==> src/rtl/mfp_uart_transmitter_pkg.sv <==
// Shared UART configuration: baud divider, serializer state encoding,
// and default FIFO sizing used by the transmit and receive paths.
package mfp_uart_transmitter_pkg;

  localparam int DEFAULT_FIFO_DEPTH_LOG2 = 4;

  typedef enum logic [1:0] {
    ST_IDLE  = 2'd0,
    ST_START = 2'd1,
    ST_DATA  = 2'd2,
    ST_STOP  = 2'd3
  } tx_state_t;

  // Rounded clocks-per-bit
  function automatic int baud_divider(
    input int clk_hz,
    input int baud
  );
    return (clk_hz + baud / 2) / baud;
  endfunction

endpackage

==> src/rtl/mfp_uart_transmitter_if.sv <==
// Byte write port of the UART transmitter: CPU-side push plus
// FIFO status.
interface mfp_uart_transmitter_if #(
  parameter int FIFO_DEPTH_LOG2 = 4
);

  logic                     wr_en;
  logic [7:0]               wr_data;
  logic                     full;
  logic                     empty;
  logic [FIFO_DEPTH_LOG2:0] level;
  logic                     overflow;

  modport master (
    output wr_en,
    output wr_data,
    input  full,
    input  empty,
    input  level,
    input  overflow
  );

  modport slave (
    input  wr_en,
    input  wr_data,
    output full,
    output empty,
    output level,
    output overflow
  );

endinterface

==> src/rtl/mfp_uart_fifo.sv <==
// Synchronous single-clock FIFO with registered full/empty/level
// and a sticky overflow flag.
module mfp_uart_fifo #(
  parameter int WIDTH      = 8,
  parameter int DEPTH_LOG2 = 4
) (
  input  logic                  clock,
  input  logic                  resetn,
  input  logic                  push,
  input  logic [WIDTH-1:0]      push_data,
  input  logic                  pop,
  output logic [WIDTH-1:0]      data_out,
  output logic                  full,
  output logic                  empty,
  output logic [DEPTH_LOG2:0]   level,
  output logic                  overflow
);

  localparam int DEPTH = 1 << DEPTH_LOG2;
  localparam logic [DEPTH_LOG2:0] FULL_LEVEL =
    {1'b1, {DEPTH_LOG2{1'b0}}};

  logic [WIDTH-1:0]      mem [DEPTH];
  logic [DEPTH_LOG2-1:0] wr_ptr;
  logic [DEPTH_LOG2-1:0] rd_ptr;
  logic [DEPTH_LOG2:0]   level_n;
  logic                  push_ok;
  logic                  pop_ok;

  assign push_ok  = push & ~full;
  assign pop_ok   = pop & ~empty;
  assign data_out = mem[rd_ptr];

  always_comb begin
    level_n = level;
    if (push_ok && !pop_ok) begin
      level_n = level + 1'b1;
    end else if (!push_ok && pop_ok) begin
      level_n = level - 1'b1;
    end
  end

  always_ff @(posedge clock) begin
    if (!resetn) begin
      wr_ptr   <= '0;
      rd_ptr   <= '0;
      level    <= '0;
      full     <= 1'b0;
      empty    <= 1'b1;
      overflow <= 1'b0;
    end else begin
      if (push_ok) wr_ptr <= wr_ptr + 1'b1;
      if (pop_ok)  rd_ptr <= rd_ptr + 1'b1;
      // Drop-on-full uses the registered flag, never a same-cycle pop
      if (push && full) overflow <= 1'b1;
      level <= level_n;
      full  <= (level_n == FULL_LEVEL);
      empty <= (level_n == '0);
    end
  end

  always_ff @(posedge clock) begin
    if (push_ok) mem[wr_ptr] <= push_data;
  end

endmodule

==> src/rtl/mfp_uart_transmitter.sv <==
// 8N1 UART transmitter: byte FIFO feeding a baud-timed serializer
// with a registered tx output.
module mfp_uart_transmitter
  import mfp_uart_transmitter_pkg::*;
#(
  parameter int CLOCK_FREQUENCY = 50000000,
  parameter int BAUD_RATE       = 115200,
  parameter int FIFO_DEPTH_LOG2 = DEFAULT_FIFO_DEPTH_LOG2
) (
  input  logic                   clock,
  input  logic                   resetn,
  mfp_uart_transmitter_if.slave  bus,
  output logic                   busy,
  output logic                   tx
);

  localparam int DIVIDER =
    baud_divider(CLOCK_FREQUENCY, BAUD_RATE);
  localparam int CNT_W = (DIVIDER > 2) ? $clog2(DIVIDER) : 1;
  localparam logic [CNT_W-1:0] CNT_LAST = CNT_W'(DIVIDER - 1);

  tx_state_t        state;
  tx_state_t        state_n;
  logic [CNT_W-1:0] cnt;
  logic [CNT_W-1:0] cnt_n;
  logic [7:0]       shift;
  logic [7:0]       shift_n;
  logic [2:0]       bit_idx;
  logic [2:0]       bit_n;
  logic             tx_n;
  logic             pop;
  logic             baud_done;
  logic [7:0]       fifo_data;

  mfp_uart_fifo #(
    .WIDTH      (8),
    .DEPTH_LOG2 (FIFO_DEPTH_LOG2)
  ) u_fifo (
    .clock     (clock),
    .resetn    (resetn),
    .push      (bus.wr_en),
    .push_data (bus.wr_data),
    .pop       (pop),
    .data_out  (fifo_data),
    .full      (bus.full),
    .empty     (bus.empty),
    .level     (bus.level),
    .overflow  (bus.overflow)
  );

  assign baud_done = (cnt == CNT_LAST);
  assign busy      = (state != ST_IDLE);

  always_comb begin
    state_n = state;
    cnt_n   = cnt + 1'b1;
    shift_n = shift;
    bit_n   = bit_idx;
    tx_n    = 1'b1;
    pop     = 1'b0;
    unique case (state)
      ST_IDLE: begin
        cnt_n = '0;
        if (!bus.empty) begin
          pop     = 1'b1;
          shift_n = fifo_data;
          state_n = ST_START;
        end
      end
      ST_START: begin
        tx_n = 1'b0;
        if (baud_done) begin
          cnt_n   = '0;
          bit_n   = '0;
          state_n = ST_DATA;
        end
      end
      ST_DATA: begin
        tx_n = shift[0];
        if (baud_done) begin
          cnt_n   = '0;
          shift_n = shift >> 1;
          bit_n   = bit_idx + 1'b1;
          if (bit_idx == 3'd7) state_n = ST_STOP;
        end
      end
      ST_STOP: begin
        if (baud_done) begin
          cnt_n   = '0;
          state_n = ST_IDLE;
        end
      end
    endcase
  end

  // tx follows the state one clock later, from a flop
  always_ff @(posedge clock) begin
    if (!resetn) begin
      state   <= ST_IDLE;
      cnt     <= '0;
      shift   <= '0;
      bit_idx <= '0;
      tx      <= 1'b1;
    end else begin
      state   <= state_n;
      cnt     <= cnt_n;
      shift   <= shift_n;
      bit_idx <= bit_n;
      tx      <= tx_n;
    end
  end

endmodule

==> src/flat_wrapper.sv <==
// flat-port wrapper written by rule: the top's interface ports become plain ports
module mfp_uart_transmitter_flat import mfp_uart_transmitter_pkg::*;
#(
  parameter int CLOCK_FREQUENCY = 50000000,
  parameter int BAUD_RATE       = 115200,
  parameter int FIFO_DEPTH_LOG2 = DEFAULT_FIFO_DEPTH_LOG2
)
  (clock, resetn, busy, tx, bus_wr_en, bus_wr_data, bus_full, bus_empty, bus_level, bus_overflow);
  mfp_uart_transmitter_if #(.FIFO_DEPTH_LOG2(FIFO_DEPTH_LOG2)) bus_i ();
  input  logic clock;
  input  logic resetn;
  output logic busy;
  output logic tx;
  input wire logic [$bits(bus_i.wr_en)-1:0] bus_wr_en;
  input wire logic [$bits(bus_i.wr_data)-1:0] bus_wr_data;
  output wire logic [$bits(bus_i.full)-1:0] bus_full;
  output wire logic [$bits(bus_i.empty)-1:0] bus_empty;
  output wire logic [$bits(bus_i.level)-1:0] bus_level;
  output wire logic [$bits(bus_i.overflow)-1:0] bus_overflow;
  assign bus_i.wr_en = bus_wr_en;
  assign bus_i.wr_data = bus_wr_data;
  assign bus_full = bus_i.full;
  assign bus_empty = bus_i.empty;
  assign bus_level = bus_i.level;
  assign bus_overflow = bus_i.overflow;
  mfp_uart_transmitter #(.CLOCK_FREQUENCY(CLOCK_FREQUENCY), .BAUD_RATE(BAUD_RATE), .FIFO_DEPTH_LOG2(FIFO_DEPTH_LOG2)) u_core (.clock(clock), .resetn(resetn), .bus(bus_i), .busy(busy), .tx(tx));
endmodule
==> config.mk <==
export PLATFORM = sky130hd
export DESIGN_NAME = mfp_uart_transmitter_flat
export DESIGN_NICKNAME = d
export VERILOG_FILES = /design/src/rtl/mfp_uart_transmitter_pkg.sv /design/src/rtl/mfp_uart_transmitter_if.sv /design/src/rtl/mfp_uart_fifo.sv /design/src/rtl/mfp_uart_transmitter.sv /design/src/flat_wrapper.sv
export SDC_FILE = /design/constraint.sdc
export NUM_CORES = 1
export LEC_CHECK = 0
export CAP_MARGIN = 20
export CORE_ASPECT_RATIO = 1.4
export CORE_MARGIN = 8
export CORE_UTILIZATION = 45
export CTS_CLUSTER_DIAMETER = 150
export CTS_CLUSTER_SIZE = 12
export DETAILED_ROUTE_END_ITERATION = 12
export DONT_BUFFER_PORTS = 1
export REMOVE_ABC_BUFFERS = 1
export SYNTH_ARGS = -nofsm -noshare
export SYNTH_HDL_FRONTEND = slang
export SYNTH_SLANG_ARGS = --single-unit
==> constraint.sdc <==
create_clock -name clock -period 2.35 [get_ports clock]
set_input_delay 0.1175 -clock clock [delete_from_list [all_inputs] [get_ports clock]]
set_output_delay 0.1175 -clock clock [all_outputs]
set_load 0.05 [all_outputs]
Word-level counts from Yosys, hierarchy flattened
Memory sizes are Yosys's and may differ from the RTL's. A register that Yosys moved wholly into a read port is not among the register bits.
Cells that the tools add are included.
{"block": "op_classes", "add_sub_neg": 6, "reduce_logical": 14, "mux": 23, "eq_ne": 11, "n_bitwise": 4}
{"cell": "one-hot mux 9 bit (2 select lines)", "n": 1}
{"cell": "2-to-1 mux 8 bit", "n": 2}
{"cell": "one-hot mux 8 bit (2 select lines)", "n": 1}
{"cell": "2-to-1 mux 2 bit", "n": 5}
{"cell": "2-to-1 mux 5 bit", "n": 2}
{"cell": "adder 9 x 1 -> 9 bit, second input constant", "n": 1}
{"cell": "== test 9 bit, second input constant", "n": 1}
{"cell": "2-to-1 mux 9 bit", "n": 1}
{"cell": "adder 4 x 1 -> 4 bit, second input constant", "n": 2}
{"cell": "2-to-1 mux 4 bit", "n": 2}
{"cell": "inequality test 2 x 1 -> 1 bit, second input constant", "n": 4}
{"cell": "one-hot mux 2 bit (4 select lines)", "n": 1}
{"cell": "2-to-1 mux 3 bit", "n": 2}
{"cell": "one-hot mux 3 bit (2 select lines)", "n": 1}
{"cell": "AND reduction 3 bit", "n": 2}
{"cell": "nonzero test 2 bit", "n": 3}
{"cell": "adder 5 x 1 -> 5 bit, second input constant", "n": 1}
{"cell": "== test 5 bit, second input constant", "n": 1}
{"cell": "zero test 5 bit", "n": 1}
{"cell": "AND reduction 5 bit", "n": 1}
{"cell": "subtractor 5 x 1 -> 5 bit, second input constant", "n": 1}
{"cell": "== test 2 bit, second input constant", "n": 2}
{"cell": "2-to-1 mux 1 bit", "n": 4}
{"cell": "adder 3 x 1 -> 3 bit, second input constant", "n": 1}
{"cell": "other kinds (10)", "n": 15}
{"block": "totals", "memories": 1, "ram_bits": 128, "input_bits": 11, "reg_bits": 39, "out_inout_bits": 10, "wordCells": 70}
{"name": "u_core.u_fifo.mem", "words": 16, "word_bits": 8, "read_ports": 1, "rd_ports_with_merged_regs": 1, "write_ports": 1, "line_no": "mfp_uart_fifo.sv:23", "text": "logic [WIDTH-1:0] mem [DEPTH];"}

Longest topological paths before layout
{"block": "logic_depth", "depth_word": 7, "ltp_mapped": 8}

By module
From an unflattened synthesis, not the netlist that was laid out.
{"block": "unflattened", "cells_unflattened": 437, "hier_area_um2": 7234.4}
{"mod": "mfp_uart_fifo", "seq_area_each_um2": 4244.1, "area_each_um2": 5993.2, "instances": 1, "cells_per_inst": 291}
{"mod": "mfp_uart_transmitter", "seq_area_each_um2": 460.4, "area_each_um2": 1241.2, "instances": 1, "cells_per_inst": 146}

Worst setup path after synthesis
No wires, ideal clock.
{"block": "synth_path", "path_type": "reg2reg", "start": "register u_core.u_fifo.level[0]", "end": "register u_core.u_fifo.full", "path_slack_ps": 229, "path_stages_with_launch": 7, "n_path_buf": 0, "t_arrival_ps": 2060, "setup_time_ps": 61, "required_time_ps": 2289, "synth_period_minus_slack_ps": 2121, "path_cell_list": "dfxtp_1 -> inv_1 -> ha_1 -> or4_1 -> o311a_1 -> nor2_1 -> and4b_1"}
{"block": "synth_between", "elab_chain_len": 4}
{"item": "start: declaration", "line_no": "mfp_uart_fifo.sv:15", "text": "output logic [DEPTH_LOG2:0] level,"}
{"item": "start signal: assignment", "line_no": "mfp_uart_fifo.sv:56", "text": "level <= level_n;"}
{"item": "subtractor 5 x 1 -> 5 bit", "line_no": "mfp_uart_fifo.sv:39", "text": "level_n = level - 1'b1;"}
{"item": "2-to-1 mux 5 bit", "line_no": "mfp_uart_fifo.sv:38", "text": "end else if (!push_ok && pop_ok) begin"}
{"item": "2-to-1 mux 5 bit *", "line_no": "mfp_uart_fifo.sv:36", "text": "if (push_ok && !pop_ok) begin"}
{"item": "== test 5 bit *", "line_no": "mfp_uart_fifo.sv:57", "text": "full <= (level_n == FULL_LEVEL);"}
{"item": "end signal: assignment", "line_no": "mfp_uart_fifo.sv:57"}
{"item": "end: declaration", "line_no": "mfp_uart_fifo.sv:13", "text": "output logic full,"}
Mark *: on every way between the ends. The rest lies on a longest branch, timed or not.
A chain may end at the register's enable or synchronous reset.

==> run_results.csv <==
group,metric,value,unit
die,ios,21,
sta,period_share,89.39,%
sta,clock.fmax,476.0,MHz
layout,nets,528,
yosys,syn_inst,462,
setup_path,worstSetupPathType,"register to register",
yosys,synth_top_area_cell,"edfxtp_1",
global_route,antenna_found_initial,0,
routing,drt-vias-per-instance,5.492,
die,rows,54,
clocking,cts.sinks,171,
yosys,yosys_register_bits,171,
flow_run,cap_violations,0,
place,gp_congestion,0.7627,
yosys,yosysWarnings,0,
sta,relSlewSlack,52.63,%
yosys,yosys.area.top_type_share,55.02,%
layout,layoutNonFillerInstCount,710,
global_route,grt_use_total,14.82,%
die,initial_core_util,45.35,%
global_route,grt_pass1_wl,22040,µm
global_route,grt_max_degree,28,
global_route,grt_overflow,0,
die,dieWidth,121.3,µm
setup_path,crit_path_frequent_cell,"a221oi_1",
clocking,clockBufferDepth,2,
layout,layout.area.seq,4706,µm²
routing,drt_iter0_drc,350,
routing,top_layer_used,"met4",
routing,drt_first_pass_iters,4,
clocking,post_cts_buffers,0,
clocking,clock_latency,0.43,ns
sta,setup-violations-final,0,
die,core_region_area,15400,µm²
setup_path,path_max_fanout,9,
place,numPortBuffers,0,
yosys,synthArstFlopShare,0,%
layout,drive_above_1_share,17.12,%
routing,wire_per_inst,19.39,µm
sta,holdWs,0.1131,ns
hold_path,hp-class,"input pin to register",
setup_path,cp.arrival,2.47,ns
routing,drc_errors,0,
routing,vias,3899,
setup_path,cpPeakStageDelay,0.51,ns
clocking,clk_pin_slew,0.07,ns
place,hpwl,9505,µm
routing,wl,13770,µm
setup_path,crit_chain,"buf_4 > inv_1 > nor2_1 > a221oi_1 > a221oi_1 > o21a_1",
yosys,synth_cell_types,48,
layout,multiInputGateArea,2112,µm²
setup_path,required,2.71,ns
layout,nFillCells,1284,
routing,met3_length,476,µm
layout,synthToLayoutAreaGrowth,15.24,%
global_route,grt_pass1_vias,3954,
setup_path,path_delay_family,"compound AO/OA/AOI/OAI gates",
sta,slew_viol_final,0,
setup_path,cp-start-kind,"register",
die,die_h,163.4,µm
layout,stdcell_area,8050,µm²
place,place_area,7370,µm²
clocking,cts_buffers,17,
power,p_leak,2.658,nW
place,dp.cells,668,
clocking,clock-root-buffer,"clkbuf_16",
sta,layout_min_cycle_time,2.101,ns
routing,ant_nets,0,
hold_path,hold_start,"bus_wr_en",
yosys,dominantRegCellSynth,"edfxtp_1",
yosys,synth_area_per_cell,15.12,µm²
layout,diodes,0,
setup_path,path_buf_inv,2,
yosys,ys_top_cells_by_area,"edfxtp_1 55%, dfxtp_1 12%, mux4_2 7.1%, ha_1 2.9%, nor2_1 2.5%",
routing,wl_met1,5630,µm
yosys,synth_edf_count,128,
power,peakVddDrop,507.1,µV
sta,worst_pin_slew,0.7096,ns
die,die-area,19820,µm²
yosys,syn-cell-area,6985,µm²
power,power_density,1048,nW/µm²
setup_path,endpoint_kind,"register",
clocking,cts_tree,"built",
sta,hold_viol_final,0,
sta,grt_setup_unrepaired,"no",
routing,wl_met2,7413,µm
setup_path,reg2reg_slack,0.25,ns
yosys,ys_seq_area_share,67.35,%
setup_path,crit_slowest_cell,"dfxtp_1",
status,status,"completed",
clocking,htree_levels,4,
sta,finClkSkew,0.01161,ns
-- what timing repair did --
item                       CTS  global route
setup endpoints to repair    0             0
hold buffers                10             0
hold endpoints to repair   153             0
gates resized for setup      0             0
-- per-layer routing --
layer	up-vias	track usage [%]
met2	82	25.63
li1	1850	-
met1	1947	17.40
met4	0	6.134
met5	-	0
met3	20	3.217
-- flip-flops by register name, summed over array words and instances, names as in the netlist, named ones only --
name and cells:
u_core.u_fifo.empty 1, u_core.u_fifo.full 1, u_core.u_fifo.mem 128, u_core.u_fifo.wr_ptr 4, u_core.shift 8, u_core.bit_idx 3, u_core.state 2, u_core.tx 1
u_core.u_fifo.level 5, u_core.u_fifo.overflow 1, u_core.cnt 9, u_core.u_fifo.rd_ptr 4
-- worst paths after layout --
| check | endpoint | cells after the start |
|---|---|---|
| worst min register to register | u_core.bit_idx[2] | 2 |
| worst max register to register | u_core.shift[4] | 6 |
| worst max-delay path | u_core.shift[4] | 6 |
| worst min-delay path | u_core.u_fifo.wr_ptr[1] | 3 |
-- layout by cell type (no fill, tap or decap), drive strengths merged, types with 7 or more instances in the layout --
cell,synthesis,layout
edfxtp,128,128
nor2,46,46
dfxtp,43,43
buf,14,30
nand2,29,29
mux4,26,26
inv,15,23
a221oi,17,17
clkbuf,6,17
ha,16,16
mux2i,14,14
o21ai,11,11
xnor2,10,10
and2,10,10
dlygate4sd3,0,10
nand4,8,8
nor3,7,7
a21oi,7,7
-- stage by stage --
| stage | setup TNS, ns | worst slack [ns] | power (mW) | utilization, % |
|---|---|---|---|---|
| 3_3_place_gp | 0 | 0.2699 | 5.718 | 47.84 |
| 3_5_place_dp | 0 | 0.2797 | 5.752 | 47.84 |
| 4_1_cts | 0 | 0.2454 | 8.523 | 52.26 |
| 5_1_grt | 0 | 0.1397 | 8.868 | 52.26 |
| 6_report | 0 | 0.2493 | 8.436 | 52.26 |
| 2_1_floorplan | -3.704 | -0.4943 | 5.180 | - |
-- tightest hold or removal path, cell delays in order --
cell and delay (ns):
nand2b_1 0.18, nand2_1 0.13, a21oi_1 0.06
-- Yosys cell counts (3+ instances only) --
library cell / n
nor2_1: 46
nand2b_1: 4
a21oi_1: 7
nand2_1: 29
nand3_1: 6
dfxtp_1: 43
buf_6: 3
xnor2_1: 10
clkbuf_1: 6
a31oi_1: 3
xor2_1: 6
edfxtp_1: 128
inv_1: 14
ha_1: 16
o21ai_0: 4
a221oi_1: 17
nor2b_1: 3
and2_1: 10
mux4_2: 22
or4_1: 3
nor3_1: 7
o21ai_1: 7
nand4_1: 8
buf_1: 3
mux4_1: 4
o21a_1: 6
buf_2: 6
mux2i_1: 14
-- report_power, final --
| group | internal (mW) | total (mW) | switching, mW | leakage, nW |
|---|---|---|---|---|
| logic | 0.826 | 1.98 | 1.15 | 0.871 |
| clock network | 1.50 | 2.72 | 1.22 | 0.280 |
| registers | 3.47 | 3.74 | 0.267 | 1.51 |
| total | 5.80 | 8.44 | 2.64 | 2.66 |
-- final cells by class --
cell class	count	area share [%]
multi-input cells	256	26.24
inverters	15	0.6994
clock inverters	15	1.927
clock buffers	17	5.284
repair buffers	40	4.352
well taps	196	3.046
flip-flops and latches	171	58.46
-- cells by family after synthesis --
logic type | share of synthesized area (%)
simple gates | 8.615
flops | 67.35
fa+ha+maj | 2.866
xor+xnor | 2.006
compound gates | 6.143
mux | 10.60
buf+inv | 2.418
(Power assumes the default switching activity.)
